===== src/rtl/io_port_ctrl_pkg.sv =====
`default_nettype none
// ============================================================================
// Module   : io_port_ctrl_pkg
// Brief    : Register map, segment constants and debounce state type for the
//            board I/O responder.
// Revision : 1.0 - initial release
// ============================================================================
package io_port_ctrl_pkg;

  localparam int NUM_KEYS   = 4;
  localparam int NUM_DIGITS = 6;

  localparam logic [7:0] IO_SW      = 8'h00;
  localparam logic [7:0] IO_KEYLVL  = 8'h04;
  localparam logic [7:0] IO_KEYEVT  = 8'h08;
  localparam logic [7:0] IO_LEDREG  = 8'h0C;
  localparam logic [7:0] IO_HEX     = 8'h10;
  localparam logic [7:0] IO_BLANK   = 8'h14;
  localparam logic [7:0] IO_IRQMASK = 8'h18;

  localparam logic [6:0] SEG_BLANK = 7'b1111111;
  localparam logic [6:0] SEG_ZERO  = 7'b1000000;

  typedef enum logic [0:0] {
    DB_STABLE   = 1'b0,
    DB_COUNTING = 1'b1
  } db_state_t;

endpackage
`default_nettype wire


===== src/rtl/io_port_ctrl_if.sv =====
`default_nettype none
// ============================================================================
// Module   : io_port_ctrl_if
// Brief    : CPU data-memory side bus into the board I/O register file.
// Revision : 1.0 - initial release
// ============================================================================
interface io_port_ctrl_if;

  logic [7:0]  io_addr;
  logic        io_we;
  logic        io_re;
  logic [31:0] io_wdata;
  logic [31:0] io_rdata;

  modport master (
    output io_addr,
    output io_we,
    output io_re,
    output io_wdata,
    input  io_rdata
  );

  modport slave (
    input  io_addr,
    input  io_we,
    input  io_re,
    input  io_wdata,
    output io_rdata
  );

endinterface
`default_nettype wire


===== src/rtl/io_port_ctrl_hex7seg.sv =====
`default_nettype none
// ============================================================================
// Module   : hex7seg
// Brief    : 4-bit value to active-low 7-segment pattern, bit order gfedcba.
// Revision : 1.0 - initial release
// ============================================================================
module hex7seg (
  input  logic [3:0] i_hex,
  output logic [6:0] o_seg
);

  always_comb begin
    o_seg = 7'b1111111;
    case (i_hex)
      4'h0: o_seg = 7'b1000000;
      4'h1: o_seg = 7'b1111001;
      4'h2: o_seg = 7'b0100100;
      4'h3: o_seg = 7'b0110000;
      4'h4: o_seg = 7'b0011001;
      4'h5: o_seg = 7'b0010010;
      4'h6: o_seg = 7'b0000010;
      4'h7: o_seg = 7'b1111000;
      4'h8: o_seg = 7'b0000000;
      4'h9: o_seg = 7'b0010000;
      4'hA: o_seg = 7'b0001000;
      4'hB: o_seg = 7'b0000011;
      4'hC: o_seg = 7'b1000110;
      4'hD: o_seg = 7'b0100001;
      4'hE: o_seg = 7'b0000110;
      4'hF: o_seg = 7'b0001110;
      default: o_seg = 7'b1111111;
    endcase
  end

endmodule
`default_nettype wire


===== src/rtl/io_port_ctrl.sv =====
`default_nettype none
// ============================================================================
// Module   : io_port_ctrl
// Brief    : Memory-mapped KEY/SW/LED/7-segment responder with key debounce.
//            Optional macro IO_KEY_IRQ_EN adds IRQMASK and the key interrupt.
// Revision : 1.0 - initial release
// ============================================================================
module io_port_ctrl
  import io_port_ctrl_pkg::*;
#(
  parameter int DEBOUNCE_CYCLES = 16,
  parameter int CNT_W           = 8
) (
  input  logic          clock,
  input  logic          reset,
  io_port_ctrl_if.slave bus,
  input  logic [3:0]    KEY,
  input  logic [9:0]    SW,
  output logic [9:0]    LED,
  output logic [6:0]    SEG0,
  output logic [6:0]    SEG1,
  output logic [6:0]    SEG2,
  output logic [6:0]    SEG3,
  output logic [6:0]    SEG4,
  output logic [6:0]    SEG5,
  output logic          irq
);

  localparam logic [CNT_W-1:0] C_CNT_LAST = CNT_W'(DEBOUNCE_CYCLES - 1);

  logic [NUM_KEYS-1:0] r_key_meta, r_key_sync, r_key_stable;
  logic [NUM_KEYS-1:0] w_key_flip, w_key_rise;
  logic [9:0]          r_sw_meta, r_sw_sync;

  // KEY is inverted ahead of the chain so every key flop holds 1 = pressed
  always_ff @(posedge clock) begin
    if (reset) begin
      r_key_meta <= '0;
      r_key_sync <= '0;
      r_sw_meta  <= '0;
      r_sw_sync  <= '0;
    end else begin
      r_key_meta <= ~KEY;
      r_key_sync <= r_key_meta;
      r_sw_meta  <= SW;
      r_sw_sync  <= r_sw_meta;
    end
  end

  for (genvar k = 0; k < NUM_KEYS; k++) begin : g_key
    db_state_t        r_state, w_state_nxt;
    logic [CNT_W-1:0] r_cnt, w_cnt_nxt;
    logic             w_differ, w_flip;

    assign w_differ      = r_key_sync[k] != r_key_stable[k];
    assign w_key_flip[k] = w_flip;

    always_ff @(posedge clock) begin
      if (reset) begin
        r_state <= DB_STABLE;
        r_cnt   <= '0;
      end else begin
        r_state <= w_state_nxt;
        r_cnt   <= w_cnt_nxt;
      end
    end

    always_comb begin
      w_state_nxt = r_state;
      w_cnt_nxt   = r_cnt;
      w_flip      = 1'b0;
      case (r_state)
        DB_STABLE: begin
          w_cnt_nxt = '0;
          if (w_differ) begin
            w_state_nxt = DB_COUNTING;
            w_cnt_nxt   = CNT_W'(1);
          end
        end
        DB_COUNTING: begin
          if (!w_differ) begin
            w_state_nxt = DB_STABLE;
            w_cnt_nxt   = '0;
          end else if (r_cnt == C_CNT_LAST) begin
            w_flip      = 1'b1;
            w_state_nxt = DB_STABLE;
            w_cnt_nxt   = '0;
          end else begin
            w_cnt_nxt   = r_cnt + CNT_W'(1);
          end
        end
      endcase
    end
  end

  assign w_key_rise = w_key_flip & ~r_key_stable;

  logic [7:0]            w_addr;
  logic                  w_wr_evt, w_wr_led, w_wr_hex, w_wr_blank;
  logic [NUM_KEYS-1:0]   r_evt, w_evt_nxt, w_evt_clr;
  logic [9:0]            r_led;
  logic [23:0]           r_hex, w_hex_nxt;
  logic [NUM_DIGITS-1:0] r_blank, w_blank_nxt;
  logic [9:0]            w_unused_bits;

  assign w_addr        = {bus.io_addr[7:2], 2'b00};
  assign w_unused_bits = {bus.io_addr[1:0], bus.io_wdata[31:24]};

  assign w_wr_evt   = bus.io_we && (w_addr == IO_KEYEVT);
  assign w_wr_led   = bus.io_we && (w_addr == IO_LEDREG);
  assign w_wr_hex   = bus.io_we && (w_addr == IO_HEX);
  assign w_wr_blank = bus.io_we && (w_addr == IO_BLANK);

  // A key rise in the same cycle as a W1C of that bit keeps the bit set
  assign w_evt_clr   = w_wr_evt ? bus.io_wdata[NUM_KEYS-1:0] : '0;
  assign w_evt_nxt   = (r_evt & ~w_evt_clr) | w_key_rise;
  assign w_hex_nxt   = w_wr_hex ? bus.io_wdata[23:0] : r_hex;
  assign w_blank_nxt = w_wr_blank ? bus.io_wdata[NUM_DIGITS-1:0] : r_blank;

  always_ff @(posedge clock) begin
    if (reset) begin
      r_key_stable <= '0;
      r_evt        <= '0;
      r_led        <= '0;
      r_hex        <= '0;
      r_blank      <= '0;
    end else begin
      r_key_stable <= r_key_stable ^ w_key_flip;
      r_evt        <= w_evt_nxt;
      r_hex        <= w_hex_nxt;
      r_blank      <= w_blank_nxt;
      if (w_wr_led) r_led <= bus.io_wdata[9:0];
    end
  end

  assign LED = r_led;

  logic [NUM_DIGITS-1:0][6:0] w_seg_dec, r_seg;

  for (genvar d = 0; d < NUM_DIGITS; d++) begin : g_digit
    hex7seg u_hex7seg (
      .i_hex (w_hex_nxt[4*d +: 4]),
      .o_seg (w_seg_dec[d])
    );
  end

  // Decoding the next-state registers lands SEG on the same edge as the write
  always_ff @(posedge clock) begin
    if (reset) begin
      r_seg <= {NUM_DIGITS{SEG_ZERO}};
    end else begin
      for (int d = 0; d < NUM_DIGITS; d++) begin
        r_seg[d] <= w_blank_nxt[d] ? SEG_BLANK : w_seg_dec[d];
      end
    end
  end

  assign SEG0 = r_seg[0];
  assign SEG1 = r_seg[1];
  assign SEG2 = r_seg[2];
  assign SEG3 = r_seg[3];
  assign SEG4 = r_seg[4];
  assign SEG5 = r_seg[5];

`ifdef IO_KEY_IRQ_EN
  logic                w_wr_mask;
  logic [NUM_KEYS-1:0] r_mask;
  logic                r_irq;

  assign w_wr_mask = bus.io_we && (w_addr == IO_IRQMASK);

  always_ff @(posedge clock) begin
    if (reset) begin
      r_mask <= '0;
      r_irq  <= 1'b0;
    end else begin
      if (w_wr_mask) r_mask <= bus.io_wdata[NUM_KEYS-1:0];
      r_irq <= |(r_evt & r_mask);
    end
  end

  assign irq = r_irq;
`else
  assign irq = 1'b0;
`endif

  logic [31:0] w_rdata;

  always_comb begin
    w_rdata = '0;
    if (bus.io_re) begin
      case (w_addr)
        IO_SW:      w_rdata = {22'b0, r_sw_sync};
        IO_KEYLVL:  w_rdata = {28'b0, r_key_stable};
        IO_KEYEVT:  w_rdata = {28'b0, r_evt};
        IO_LEDREG:  w_rdata = {22'b0, r_led};
        IO_HEX:     w_rdata = {8'b0, r_hex};
        IO_BLANK:   w_rdata = {26'b0, r_blank};
`ifdef IO_KEY_IRQ_EN
        IO_IRQMASK: w_rdata = {28'b0, r_mask};
`else
        IO_IRQMASK: w_rdata = '0;
`endif
        default:    w_rdata = '0;
      endcase
    end
  end

  assign bus.io_rdata = w_rdata;

endmodule
`default_nettype wire


===== src/flat_wrapper.sv =====
// flat-port wrapper written by rule: the top's interface ports become plain ports
module io_port_ctrl_flat import io_port_ctrl_pkg::*;
#(
  parameter int DEBOUNCE_CYCLES = 16,
  parameter int CNT_W           = 8
)
  (clock, reset, KEY, SW, LED, SEG0, SEG1, SEG2, SEG3, SEG4, SEG5, irq, bus_io_addr, bus_io_we, bus_io_re, bus_io_wdata, bus_io_rdata);
  io_port_ctrl_if bus_i ();
  input  logic clock;
  input  logic reset;
  input  logic [3:0] KEY;
  input  logic [9:0] SW;
  output logic [9:0] LED;
  output logic [6:0] SEG0;
  output logic [6:0] SEG1;
  output logic [6:0] SEG2;
  output logic [6:0] SEG3;
  output logic [6:0] SEG4;
  output logic [6:0] SEG5;
  output logic irq;
  input wire logic [$bits(bus_i.io_addr)-1:0] bus_io_addr;
  input wire logic [$bits(bus_i.io_we)-1:0] bus_io_we;
  input wire logic [$bits(bus_i.io_re)-1:0] bus_io_re;
  input wire logic [$bits(bus_i.io_wdata)-1:0] bus_io_wdata;
  output wire logic [$bits(bus_i.io_rdata)-1:0] bus_io_rdata;
  assign bus_i.io_addr = bus_io_addr;
  assign bus_i.io_we = bus_io_we;
  assign bus_i.io_re = bus_io_re;
  assign bus_i.io_wdata = bus_io_wdata;
  assign bus_io_rdata = bus_i.io_rdata;
  io_port_ctrl #(.DEBOUNCE_CYCLES(DEBOUNCE_CYCLES), .CNT_W(CNT_W)) u_core (.clock(clock), .reset(reset), .bus(bus_i), .KEY(KEY), .SW(SW), .LED(LED), .SEG0(SEG0), .SEG1(SEG1), .SEG2(SEG2), .SEG3(SEG3), .SEG4(SEG4), .SEG5(SEG5), .irq(irq));
endmodule

===== config.mk =====
export PLATFORM = sky130hd
export DESIGN_NAME = io_port_ctrl_flat
export DESIGN_NICKNAME = d
export VERILOG_FILES = /design/src/rtl/io_port_ctrl_pkg.sv /design/src/rtl/io_port_ctrl_if.sv /design/src/rtl/io_port_ctrl_hex7seg.sv /design/src/rtl/io_port_ctrl.sv /design/src/flat_wrapper.sv
export SDC_FILE = /design/constraint.sdc
export NUM_CORES = 1
export LEC_CHECK = 0
export BUFFER_PORTS_ARGS = -buffer_cell sky130_fd_sc_hd__buf_2
export CORE_MARGIN = 5
export CORE_UTILIZATION = 30
export CTS_CLUSTER_DIAMETER = 200
export DETAILED_ROUTE_END_ITERATION = 7
export GPL_TIMING_DRIVEN = 1
export PLACE_DENSITY = 0.54
export SYNTH_ARGS = -nofsm -noshare
export SYNTH_HDL_FRONTEND = slang
export SYNTH_SLANG_ARGS = --single-unit

===== constraint.sdc =====
create_clock -name clock -period 3.6 [get_ports clock]
set_input_delay 0.36 -clock clock [delete_from_list [all_inputs] [get_ports clock]]
set_output_delay 0.36 -clock clock [all_outputs]
set_load 0.02 [all_outputs]

Yosys cells after proc, flatten, opt, wreduce, memory -nomap -nowiden
Memories as Yosys holds them, arrays and structs flattened. Cells that the tools add are included.

Register bits after elaboration: 154. Bits in read-only memories: 672. Input bits: 58. Output and inout port bits: 85. Logic and storage cells: 129. Memories kept: 6.

Add/sub/neg operators: 4. Equal/unequal tests: 13. Muxes and demuxes: 55. Bitwise logic cells: 11. Reductions and logical operators: 11.

Memory list: (no name shown) (words 16, width 7, read ports 1, clocked after Yosys merged registers in 0, wr ports 0, RTL line io_port_ctrl_hex7seg.sv:14) `case (i_hex)`; (no name shown) (words 16, width 7, read ports 1, clocked after Yosys merged registers in 0, wr ports 0, RTL line io_port_ctrl_hex7seg.sv:14); (no name shown) (words 16, width 7, read ports 1, clocked after Yosys merged registers in 0, wr ports 0, RTL line io_port_ctrl_hex7seg.sv:14); (no name shown) (words 16, width 7, read ports 1, clocked after Yosys merged registers in 0, wr ports 0, RTL line io_port_ctrl_hex7seg.sv:14); (no name shown) (words 16, width 7, read ports 1, clocked after Yosys merged registers in 0, wr ports 0, RTL line io_port_ctrl_hex7seg.sv:14); (no name shown) (words 16, width 7, read ports 1, clocked after Yosys merged registers in 0, wr ports 0, RTL line io_port_ctrl_hex7seg.sv:14).

Operators by type and width (count): 24-bit one-hot mux with 6 select lines (1); 8-bit two-way mux (8); 8-bit one-hot mux with 2 select lines (4); 6-bit two-way mux (7); 8-bit by 1-bit adder with 8-bit output, second input constant (4); 8-bit by 4-bit equality test with 1-bit output, second input constant (4); 32-bit two-way mux (1); 1-bit two-way mux (28); 24-bit two-way mux (1); 6-bit by 2-bit equality test with 1-bit output, second input constant (2); 6-bit by 3-bit equality test with 1-bit output, second input constant (2); 4-bit NOT (3); 2-bit OR reduction (6); 4-bit AND (2); 8-bit zero test (1); 1-bit one-hot mux with 2 select lines (4); 6-bit by 1-bit equality test with 1-bit output, second input constant (1); 1-bit logical AND (4); 4-bit two-way mux (1); 1-bit inequality test (4); 1-bit NOT (4); 4-bit bitwise OR (1); 4-bit bitwise XOR (1).

Longest topological paths before layout
Gate-level depths: netlist (run 1).

Depth after elaboration: 6. Depth in mapped cells: 12. Depth with buffers taken out: 10.

By module
From an unflattened synthesis (run 1), not the netlist that was laid out.

Cell total of the unflattened synthesis: 898. Area total of the unflattened synthesis: 8287.9 um2.

Modules (own cells, without submodules): io_port_ctrl (times used 1, cells each 706, area an instance 6636.4 um2, sequential area each 3083.0 um2); hex7seg (times used 6, cells each 32, area an instance 275.3 um2, sequential area each 0.0 um2).

Worst setup path before layout (run 1)
Ideal clock, no wire load.

Kind: input to register. Start: in bus_io_addr[2]. End: reg u_core.r_seg (netlist bit u_core.SEG2[3]). Library setup time: 143 ps. Arrival time: 2572 ps. Required time: 3457 ps. Path slack: 885 ps. Stages on the path: 10. Path buffers: 2. Path through: buf_2 > and4bb_2 > nand2_4 > buf_2 > mux2i_1 > inv_1 > ha_1 > a21boi_0 > a2111oi_0 > a311oi_1.

Word-level cells in the longest chain between the ends: 5. Elaborated cells on any way between the ends: 8. Classes of those cells: 2 x eq/ne; 3 x mux; 2 x reduce/logical; 1 x memory.

RTL lines: start, declared (RTL line flat_wrapper.sv:21) `input wire logic [$bits(bus_i.io_addr)-1:0] bus_io_addr;`; 6-bit by 3-bit equality test with 1-bit output (RTL line io_port_ctrl.sv:111) `assign w_wr_hex = bus.io_we && (w_addr == IO_HEX);`; 1-bit logical AND (RTL line io_port_ctrl.sv:111); 24-bit two-way mux (RTL line io_port_ctrl.sv:117) `assign w_hex_nxt = w_wr_hex ? bus.io_wdata[23:0] : r_hex;`; via u_core.g_digit[2].u_hex7seg.i_hex[1] (RTL line io_port_ctrl_hex7seg.sv:8) `input logic [3:0] i_hex,`; memory read 16 x 7 bit; 6-bit two-way mux (RTL line io_port_ctrl.sv:153) `r_seg[d] <= w_blank_nxt[d] ? SEG_BLANK : w_seg_dec[d];`; end signal, assigned (RTL line io_port_ctrl.sv:150) `r_seg <= {NUM_DIGITS{SEG_ZERO}};`; end signal, assigned by index (RTL line io_port_ctrl.sv:153); end, declared (RTL line io_port_ctrl.sv:138) `logic [NUM_DIGITS-1:0][6:0] w_seg_dec, r_seg;`.

The timed path passes the listed nets, and every way through them passes these cells. A chain may end at the register's enable or synchronous reset.

Worst setup path in the final report (run 1)
Start: in bus_io_addr[4]. End: out bus_io_rdata[4].

Word-level cells in the longest chain between the ends: 3. Elaborated cells on any way between the ends: 8. Classes of those cells: 5 x eq/ne; 2 x mux; 1 x reduce/logical.

RTL lines: 6-bit by 3-bit equality test with 1-bit output (tied with other cells) (RTL line io_port_ctrl.sv:192) `case (w_addr)`; 24-bit one-hot mux with 6 select lines (*) (RTL line io_port_ctrl.sv:192); 32-bit two-way mux (*) (RTL line io_port_ctrl.sv:191) `if (bus.io_re) begin`; end, declared (RTL line flat_wrapper.sv:25) `output wire logic [$bits(bus_i.io_rdata)-1:0] bus_io_rdata;`.

Mark *: on every way between the ends. The rest lies on a longest branch, timed or not.

==> summary.md, run 1 <==
| Metric | Value |
|---|---|
| Status | `finished clean` |
| LEAKAGE | `about 4.2 nW` |
| Num CTS Buffers | `17` |
| Root Buffer | `clkbuf_16` |
| CP Class | `in -> out` |
| Final #Nets | `~1100` |
| Final Skew | `~0.010 ns` |
| Final Setup Violations | `0` |
| Filler Cells Inserted | `2724` |
| TritonRoute pass-1 iters | `5` |
| Clock power share | `a little under 50%` |
| Die H | `~170 um` |
| Die Area | `between 20000 and 30000 sq um` |
| Final slew viol count | `0` |
| Sequential share of power | `about 47%` |
| # resized after CTS | `0` |
| Critical Path AT | `roughly 2.5 ns` |
| IO Pins | `about 140` |
| FMAX | `between 0.3 and 0.4 GHz` |
| Mean Syn Cell Area | `approximately 9 sq um` |
| #FFs+latches synth | `roughly 150` |
| Detailed Route Iter0 Violations | `between 400 and 500` |
| Row Count | `about 60` |
| First-pass GRT wire length | `around 34 mm` |
| Hold Vio Cnt, Final | `0` |
| Clock sinks | `154` |
| Final Util | `36.6%` |
| Worst Setup End Kind | `output port` |
| CTS Hold Bufs | `0` |
| Clk_lat worst skew | `between 0.4 and 0.5 ns` |
| CTS tree | `built` |
| Internal power | `~2.7 mW` |
| Commonest cells after routing, fill and taps aside | `154 x dfxtp_1, 122 x buf_2, 116 x nor2_1` |
| Area growth syn-to-layout | `20.9%` |
| Min Hold Slack | `~0.062 ns` |
| CP required | `between 3 and 4 ns` |
| Actual slew at the worst max-slew pin | `0.772 ns` |
| Wirelength per Cell | `15.9 um` |
| Finished Cell Area | `~9400 sq um` |
| Top post-synthesis cells by area | `dfxtp_1 39%, ha_1 8.0%, mux2i_1 6.3%` |
| Die span in x | `approximately 170 um` |
| Worst setup SP type | `input port` |
| Number of enable flip-flop cells after synthesis | `0` |
| Post-layout min period | `between 2 and 3 ns` |
| Max cap viols | `0` |
| Htree depth | `4` |
| Post-synth ARST share | `0%` |
| Number of buffers added on ports | `around 120` |
| Drt drc | `0` |
| VDD IR max | `around 0.19 mV` |
| Worst Hold Class | `in -> reg` |
| Hpwl dp | `15.7 mm` |
| RSZ-0062 raised after global routing | `no` |
| Crit Path Max Fanout | `7` |
| Starting Density | `approximately 30%` |
| Synth area leader | `dfxtp_1` |
| Seq/Total Area, Yosys | `39.5%` |
| Yosys warning total | `0` |
| Via Count | `between 6000 and 7000` |
| Setup tns final | `0 ns` |
| Post-synth top flop | `dfxtp_1` |
| Diode count | `0` |
| Power, Total | `3.73 mW` |
| Switching Fraction | `26.7%` |
| Overall routing resource usage | `between 10 and 15%` |
| Core area | `roughly 26000 sq um` |
| Power density over the cells | `roughly 400 nW/um^2` |
| Post-route ant nets | `0` |
| Gate power share | `under 10%` |
| RD Place Congestion | `around 0.8` |
| Max-Slew Margin vs Limit | `a little under half` |
| Yosys cell types | `67` |
| Post-synthesis instance area | `slightly below 8000 sq um` |
| Vias in the first global route | `~6000` |
| Cells after Synth | `~860` |
| Sw Pwr | `roughly 1000 uW` |
| Reg clk slew, reported paths | `0.08 ns` |
| Commonest non-fill, non-tap cell in the layout | `dfxtp_1` |
| Setup Fix Bufs, Post-CTS | `0` |
| Overflow after GRT | `0` |
| Top cell type's share of synthesized area | `between 30% and 40%` |
| Largest net degree at the start of global routing | `53` |
| Fin crit share | `approximately 79%` |
| Share of cells above drive strength 1 | `21.1%` |
| Initial antenna violation count | `2` |
| Avg Vias per Cell | `approximately 4.8` |
| Post-Route WL | `21.4 mm` |
| CTS Buffer Depth | `2` |
| Post-Place Cell Area | `about 8800 sq um` |
registers in the layout, indices dropped and copies added (netlist names), 10 cells and up:
signal	cells
u_core.g_key.r_cnt	32
u_core.r_sw_sync	10
u_core.LED	10
u_core.r_sw_meta	10
u_core.r_hex	24
layer usage:
metal	global-route usage, %	share of wire, %	wire length, um
met5	0	0.15	32
met4	3.93	1.3	276
met3	4.27	7.4	1590
met2	22.2	43	9290
met1	19.9	48	10200
power groups by stage:
stage	sequential, mW	clock [mW]	combinational, mW
detailed placement	1.78	0	0.200
global route	1.74	1.91	0.220
global placement	1.78	0	0.200
floorplan	1.78	0	0.117
CTS	1.74	1.83	0.201
finish	1.74	1.79	0.201
cells in the mapped netlist, types with 3 or more instances:
library cell	instances
a211oi_1	3
dfxtp_1	154
nor4_1	8
a311oi_1	10
xnor2_1	24
nand2b_1	4
xor2_1	16
o21a_1	12
nand2_1	33
a21oi_1	44
clkbuf_1	23
mux2_2	14
nor3_1	15
o211ai_1	5
o21ai_1	5
a31o_2	3
a211o_1	5
and3_1	12
mux2i_1	49
nor3b_1	19
nand3_1	33
o221ai_1	6
a22oi_1	10
nor2_1	117
ha_1	50
buf_4	12
o21ai_0	12
and2_1	21
nor2b_1	29
buf_1	5
buf_2	10
a31oi_1	8
a21o_1	4
a21boi_0	5
inv_1	36
a221oi_1	10
cell type report:
| type | count | area (sq um) | area share (%) |
|---|---|---|---|
| clock buffer | 17 | 425 | 4.50 |
| clock inverter | 15 | 170 | 1.80 |
| inverter | 37 | 139 | 1.47 |
| multi-input combinational | 630 | 4360 | 46.2 |
| sequential | 154 | 3080 | 32.6 |
| tap | 335 | 419 | 4.44 |
| timing repair buffer | 153 | 843 | 8.93 |
through the flow:
step                instances  worst slack [ns]
finish                   1341             0.770
global route             1341             0.698
CTS                      1341             0.817
detailed placement       1309             0.589
global placement         1309             0.612
floorplan                 872             0.885
critical path: stages:
cell and delay, ns:
buf_2 0.14, nor4_1 0.55, nor2b_1 0.54, a221oi_1 0.16
a211oi_1 0.46, buf_2 0.25
path summary, 6_finish.rpt:
| path | startpoint | to | slack, ns | depth (start not counted) |
|---|---|---|---|---|
| setup / recovery | bus_io_addr[4] | bus_io_rdata[4] | 0.77 | 6 |
| hold / removal | KEY[1] | u_core.r_key_meta[1] | 0.06 | 2 |
| setup reg to reg | u_core.r_hex[8] | u_core.SEG2[3] | 1.65 | 8 |
| hold reg to reg | u_core.r_sw_meta[6] | u_core.r_sw_sync[6] | 0.44 | 1 |
kinds of logic after synthesis:
| kind of cell | count (synthesis) | share of synthesized area, % |
|---|---|---|
| multiplexers | 68 | 9.29 |
| AND/OR/NAND/NOR | 305 | 19.6 |
| buffers and inverters | 88 | 5.06 |
| flip-flops | 154 | 39.5 |
| adder cells (fa/ha/maj) | 50 | 8.01 |
| other | 1 | 0.0480 |
| AO/OA/AOI/OAI | 158 | 14.1 |
| XOR/XNOR | 40 | 4.49 |
Note: power is estimated with default switching activity, not from simulation.
==> inputs of run 2 (changes only) <==
clock period = 2.9 ns   (was 3.6 ns; I/O delays follow)
==> run 2 against run 1 <==
  * Clock-buffer cell count unchanged
  * Register-to-register slack worse by 0.52 ns
  * Wire length up 1.3%
  * First-iteration DRC count up 3.3%
  * Sequential power up 24%
  * Non-clock buffer count up 17
  * Cell count up 1.3%
  * Critical path depth up 1
  * Sequential share of layout area down 0.56 points
  * Via count up 2.1%
  * Flip-flop and latch count unchanged
==> summary.md, run 2 (same netlist as run 1, synthesis figures left out) <==
| Metric | Value |
|---|---|
| Status | `finished clean` |
| Crit path max-delay cell type | `or3_1` |
| Final setup margin | `0.348 ns` |
| Crit-path cells | `buf_2, or3_1, nor2_1, buf_4, a221oi_1, a211oi_1, buf_2` |
| RD Place Congestion | `approximately 0.87` |
| Min-delay src | `SW[0]` |
| Critical Path AT | `2.26 ns` |
| Starting Density | `between 30% and 40%` |
| FF-to-FF End | `u_core.SEG2[4]` |
| Clock sinks | `between 150 and 200` |
| Actual slew at the worst max-slew pin | `slightly below 0.6 ns` |
| Row Count | `59` |
| Number of buffers added on ports | `123` |
| CP Class | `in -> out` |
| R2r setup slk | `1.13 ns` |
| Final Skew | `~0.0091 ns` |
| Fin cells | `roughly 1400` |
| Area growth syn-to-layout | `23.0%` |
| CP required | `2.61 ns` |
| Worst setup SP type | `input port` |
| Placed insts | `1322` |
| Post-route ant nets | `0` |
| GRT busiest layer | `met2` |
| Htree depth | `4` |
| RSZ-0062 raised after global routing | `no` |
| CTS Buffer Depth | `2` |
| Setup tns final | `0 ns` |
| Share of cells above drive strength 1 | `between 20% and 30%` |
| Commonest cells after routing, fill and taps aside | `154 x dfxtp_1, 122 x buf_2, 116 x nor2_1` |
| Min Hold Slack | `roughly 0.06 ns` |
| Fin crit share | `between 80% and 90%` |
| Via Count | `6528` |
| Max-Slew Margin vs Limit | `about three fifths` |
| First-pass GRT wire length | `between 30 and 40 mm` |
| FMAX | `0.392 GHz` |
| Final slew viol count | `0` |
| Worst Hold Class | `in -> reg` |
| Final Setup Violations | `0` |
| Hold Path Stages | `2` |
| Diode count | `0` |
| Drt drc | `0` |
| Pre-CTS setup slack | `around 0.29 ns` |
| TritonRoute pass-1 iters | `5` |
| Initial antenna violation count | `2` |
| Die span in x | `171 um` |
| Die Area | `about 29000 sq um` |
| Overall routing resource usage | `14.8%` |
| LEAKAGE | `4.29 nW` |
| Final #Nets | `around 1100` |
| Post-Place Cell Area | `between 8000 and 9000 sq um` |
| Commonest non-fill, non-tap cell in the layout | `dfxtp_1` |
| Setup Fix Bufs, Post-CTS | `0` |
| CP Buf/Inv Count | `3` |
| IO Pins | `143` |
| Avg Vias per Cell | `approximately 4.8` |
| Worst Hold End | `u_core.r_sw_meta[0]` |
| Finished Cell Area | `9610 sq um` |
| Max reg flops | `32` |
| Worst Setup End Kind | `output port` |
| Overflow after GRT | `0` |
| Root Buffer | `clkbuf_16` |
| Detailed Route Iter0 Violations | `between 400 and 500` |
| Biggest regs | `u_core.g_key.r_cnt: 32 flops, u_core.r_hex: 24 flops` |
| Launching point of the worst reg2reg path | `u_core.r_hex[11]` |
| Max stage delay on crit path | `between 0.5 and 0.6 ns` |
| Most used cell, CP | `buf_2` |
| Max cap viols | `0` |
| CTS tree | `built` |
| Reg clk slew, reported paths | `about 0.070 ns` |
| VDD IR max | `between 0.3 and 0.4 mV` |
| Clk_lat worst skew | `roughly 0.43 ns` |
| Crit Path Max Fanout | `12` |
| Vias in the first global route | `6191` |
| Largest net degree at the start of global routing | `slightly below 80` |
| Worst path top cell family by delay | `simple AND/OR/NAND/NOR gates` |
| Met1 GRT Util | `between 20 and 25%` |
| R2R depth | `4` |
| Wirelength per Cell | `roughly 16 um` |
| Hold Vio Cnt, Final | `0` |
| GR Util met3 | `under 10%` |
| Post-Route WL | `21.7 mm` |
| Die H | `between 150 and 200 um` |
| Power density over the cells | `between 400 and 500 nW/um^2` |
| Core area | `approximately 26000 sq um` |
| GR Layer Usage met2 | `22.7%` |
| Num CTS Buffers | `17` |
| Post-layout min period | `between 2 and 3 ns` |
| Hpwl dp | `between 15 and 20 mm` |
| Most flop-heavy register | `u_core.g_key.r_cnt` |
## run 2: worst max-delay path by stage
stage | end | cells past startpoint | startpoint
3_5_place_dp | u_core.SEG2[3] | 10 | bus_io_addr[5]
2_1_floorplan | u_core.SEG2[3] | 10 | bus_io_addr[2]
4_1_cts | bus_io_rdata[5] | 7 | bus_io_addr[5]
5_1_grt | bus_io_rdata[5] | 7 | bus_io_addr[4]
6_report | bus_io_rdata[5] | 7 | bus_io_addr[5]
3_3_place_gp | u_core.SEG2[3] | 10 | bus_io_addr[5]
## run 2: stage by stage
step / power (mW) / utilization, %
6_report: 4.70 / 37.2
5_1_grt: 4.87 / 37.2
4_1_cts: 4.76 / 37.2
3_5_place_dp: 2.47 / 34.7
3_3_place_gp: 2.46 / 34.7
2_1_floorplan: 2.36 / -
## run 2: power breakdown
group | switching [mW] | internal (mW)
Combinational | 0.164 | 0.0995
Sequential | 0.0127 | 2.14
Clock | 1.04 | 1.24
## run 2: final cells by class
type                            count  area, sq um
Timing Repair Buffer              170         1010
Tap cell                          335          419
Fill cell                        2655        16200
Sequential cell                   154         3080
Clock inverter                     15          171
Inverter                           37          139
Multi-Input combinational cell    630         4360
Clock buffer                       17          425
## run 2: layer usage
layer / wire length, um / share of wire, %
met5: 27 / 0.12
met2: 9500 / 44
met1: 10300 / 47
met4: 289 / 1.3
met3: 1580 / 7.3
## run 2: worst reg2reg max path: stages, from the launching register on
cell	delay, ns
dfxtp_1	0.37
a21boi_0	0.16
a21oi_1	0.43
mux2_2	0.40
a311o_1	0.31
## run 2: what timing repair did
action / CTS / global route
setup endpoints to repair: 0 / 0
hold endpoints to repair: 4 / 0
gates resized for setup: 0 / 0
hold buffers: 4 / 0
==> inputs of run 3 (changes only) <==
GPL_TIMING_DRIVEN = 0   (was 1)
==> run 3 against run 2 <==
  * Power is 0.42% higher
  * Core utilization down 0.29 points
  * Highest routed layer unchanged
  * Clock skew hardly changed
  * Worst hold slack worse by 0.045 ns
  * Maximum frequency decreased by 8.2%
  * Final area is 0.78% lower
  * Largest cell class unchanged
  * Wire length rose by 11%
  * Clock power hardly changed
  * Register-to-register slack worse by 0.52 ns
  * Clock-buffer cell count unchanged
  * Global-route usage increased by 1.3 points
==> summary.md, run 3 (same netlist as run 1, synthesis figures left out) <==
| Metric | Value |
|---|---|
| Wirelength per Cell | `~18 um` |
| Actual slew at the worst max-slew pin | `slightly above 0.8 ns` |
| IO Pins | `143` |
| Crit Path Max Fanout | `10` |
| Worst Hold Class | `in -> reg` |
| Max-Slew Margin vs Limit | `between 40% and 50%` |
| Placed insts | `roughly 1300` |
| CP Class | `in -> out` |
| Setup Fix Bufs, Post-CTS | `0` |
| Clock sinks | `154` |
| Drt drc | `0` |
| Num CTS Buffers | `17` |
| Reg clk slew, reported paths | `roughly 0.06 ns` |
| Biggest regs | `u_core.g_key.r_cnt: 32 flops, u_core.r_hex: 24 flops` |
| Fin crit share | `95.9%` |
| Detailed Route Iter0 Violations | `492` |
| LEAKAGE | `4.21 nW` |
| Most flop-heavy register | `u_core.g_key.r_cnt` |
| Final Skew | `about 0.0094 ns` |
| Power, Total | `between 4 and 5 mW` |
| Worst setup SP type | `input port` |
| Final Setup Violations | `0` |
| Status | `finished clean` |
| Final setup margin | `between 0.1 and 0.15 ns` |
| Hold Vio Cnt, Final | `0` |
| Post-route ant nets | `0` |
| Via Count | `between 6000 and 7000` |
| Setup tns final | `0 ns` |
| TritonRoute pass-1 iters | `5` |
| Die Area | `slightly below 30000 sq um` |
| Die span in x | `roughly 170 um` |
| Worst Setup End Kind | `output port` |
| Finished Cell Area | `9530 sq um` |
| RD Place Congestion | `roughly 0.89` |
| RSZ-0062 raised after global routing | `no` |
| Max reg flops | `32` |
| Clock power share | `just under 50%` |
| Critical Path AT | `2.49 ns` |
| CP required | `around 2.6 ns` |
| Share of cells above drive strength 1 | `about 20%` |
| Fin cells | `roughly 1400` |
| Filler Cells Inserted | `between 2000 and 3000` |
| FMAX | `0.360 GHz` |
| Sequential share of power | `a little under half` |
| Root Buffer | `clkbuf_16` |
| Internal power | `3.48 mW` |
| Htree depth | `4` |
| Initial antenna violation count | `3` |
| Clk_lat worst skew | `0.43 ns` |
| Commonest cells after routing, fill and taps aside | `154 x dfxtp_1, 131 x buf_2, 116 x nor2_1` |
| Pre-CTS setup slack | `-0.647 ns` |
| Final slew viol count | `0` |
| Number of buffers added on ports | `120` |
| Gate power share | `about 6.0%` |
| Commonest non-fill, non-tap cell in the layout | `dfxtp_1` |
| Largest net degree at the start of global routing | `18` |
| Post-layout min period | `~2.8 ns` |
| Min Hold Slack | `approximately 0.015 ns` |
| Final Util | `between 30% and 40%` |
| Core area | `approximately 26000 sq um` |
| Overflow after GRT | `0` |
| Final #Nets | `1121` |
| CTS Buffer Depth | `2` |
| VDD IR max | `0.251 mV` |
| CTS tree | `built` |
| Hpwl dp | `between 15 and 20 mm` |
| Max cap viols | `0` |
| Avg Vias per Cell | `between 4 and 5` |
| Die H | `between 150 and 200 um` |
| Area growth syn-to-layout | `22.1%` |
| First-pass GRT wire length | `between 30 and 40 mm` |
| Sw Pwr | `roughly 1.2 mW` |
| Starting Density | `30.2%` |
| Row Count | `a little under 60` |
| Overall routing resource usage | `between 10% and 20%` |
| Switching Fraction | `a little over a quarter` |
| Power density over the cells | `~500 nW/um^2` |
| Post-Place Cell Area | `8860 sq um` |
| Post-Route WL | `around 24 mm` |
| Vias in the first global route | `6304` |
-- run 3: layout make-up --
type / count / area (sq um) / share of cell area (%)
diodes: 1 / 2.50 / 0.0263
multi-input cells: 630 / 4400 / 46.2
inverters: 37 / 139 / 1.46
plain buffers: 50 / 256 / 2.69
clock buffers: 17 / 425 / 4.46
clock inverters: 15 / 175 / 1.84
repair buffers: 123 / 631 / 6.62
well taps: 335 / 419 / 4.40
flip-flops and latches: 154 / 3080 / 32.3
-- run 3: repair_timing --
item | CTS | global route
setup endpoints to repair | 8 | 24
hold endpoints to repair | 3 | 0
pin swaps | 0 | 0
gates cloned | 0 | 0
resized for setup | 3 | 10
hold buffers | 3 | 0
-- run 3: final timing paths --
| check | endpoint | slack (ns) | cells past startpoint | startpoint |
|---|---|---|---|---|
| setup / recovery | bus_io_rdata[4] | 0.12 | 7 | bus_io_addr[4] |
| hold reg to reg | u_core.r_key_sync[3] | 0.44 | 1 | u_core.r_key_meta[3] |
| hold / removal | u_core.r_key_meta[2] | 0.02 | 2 | KEY[2] |
| setup reg to reg | u_core.SEG2[3] | 0.61 | 7 | u_core.r_hex[8] |
-- run 3: power groups by stage --
stage                     registers, mW  clock network [mW]  logic [mW]
after global placement             2.20                   0       0.272
final                              2.16                2.28       0.282
after detailed placement           2.20                   0       0.272
after global routing               2.16                2.43       0.305
after CTS                          2.16                2.33       0.277
after floorplan                    2.21                   0       0.146
-- run 3: layer usage --
layer  vias to the layer above  track usage (%)  share of wire, %
li1                       3299                -                 -
met1                      3146             22.5                47
met2                       249             24.7                44
met3                        31             3.86               7.7
met4                         4             4.55               1.4
met5                         -                0              0.12
-- run 3: worst max-delay path: stages --
cell	delay (ns)
buf_2	0.15
nor4_2	0.44
nor2b_1	0.45
clkbuf_2	0.34
a221oi_1	0.12
a211oi_1	0.45
buf_2	0.25
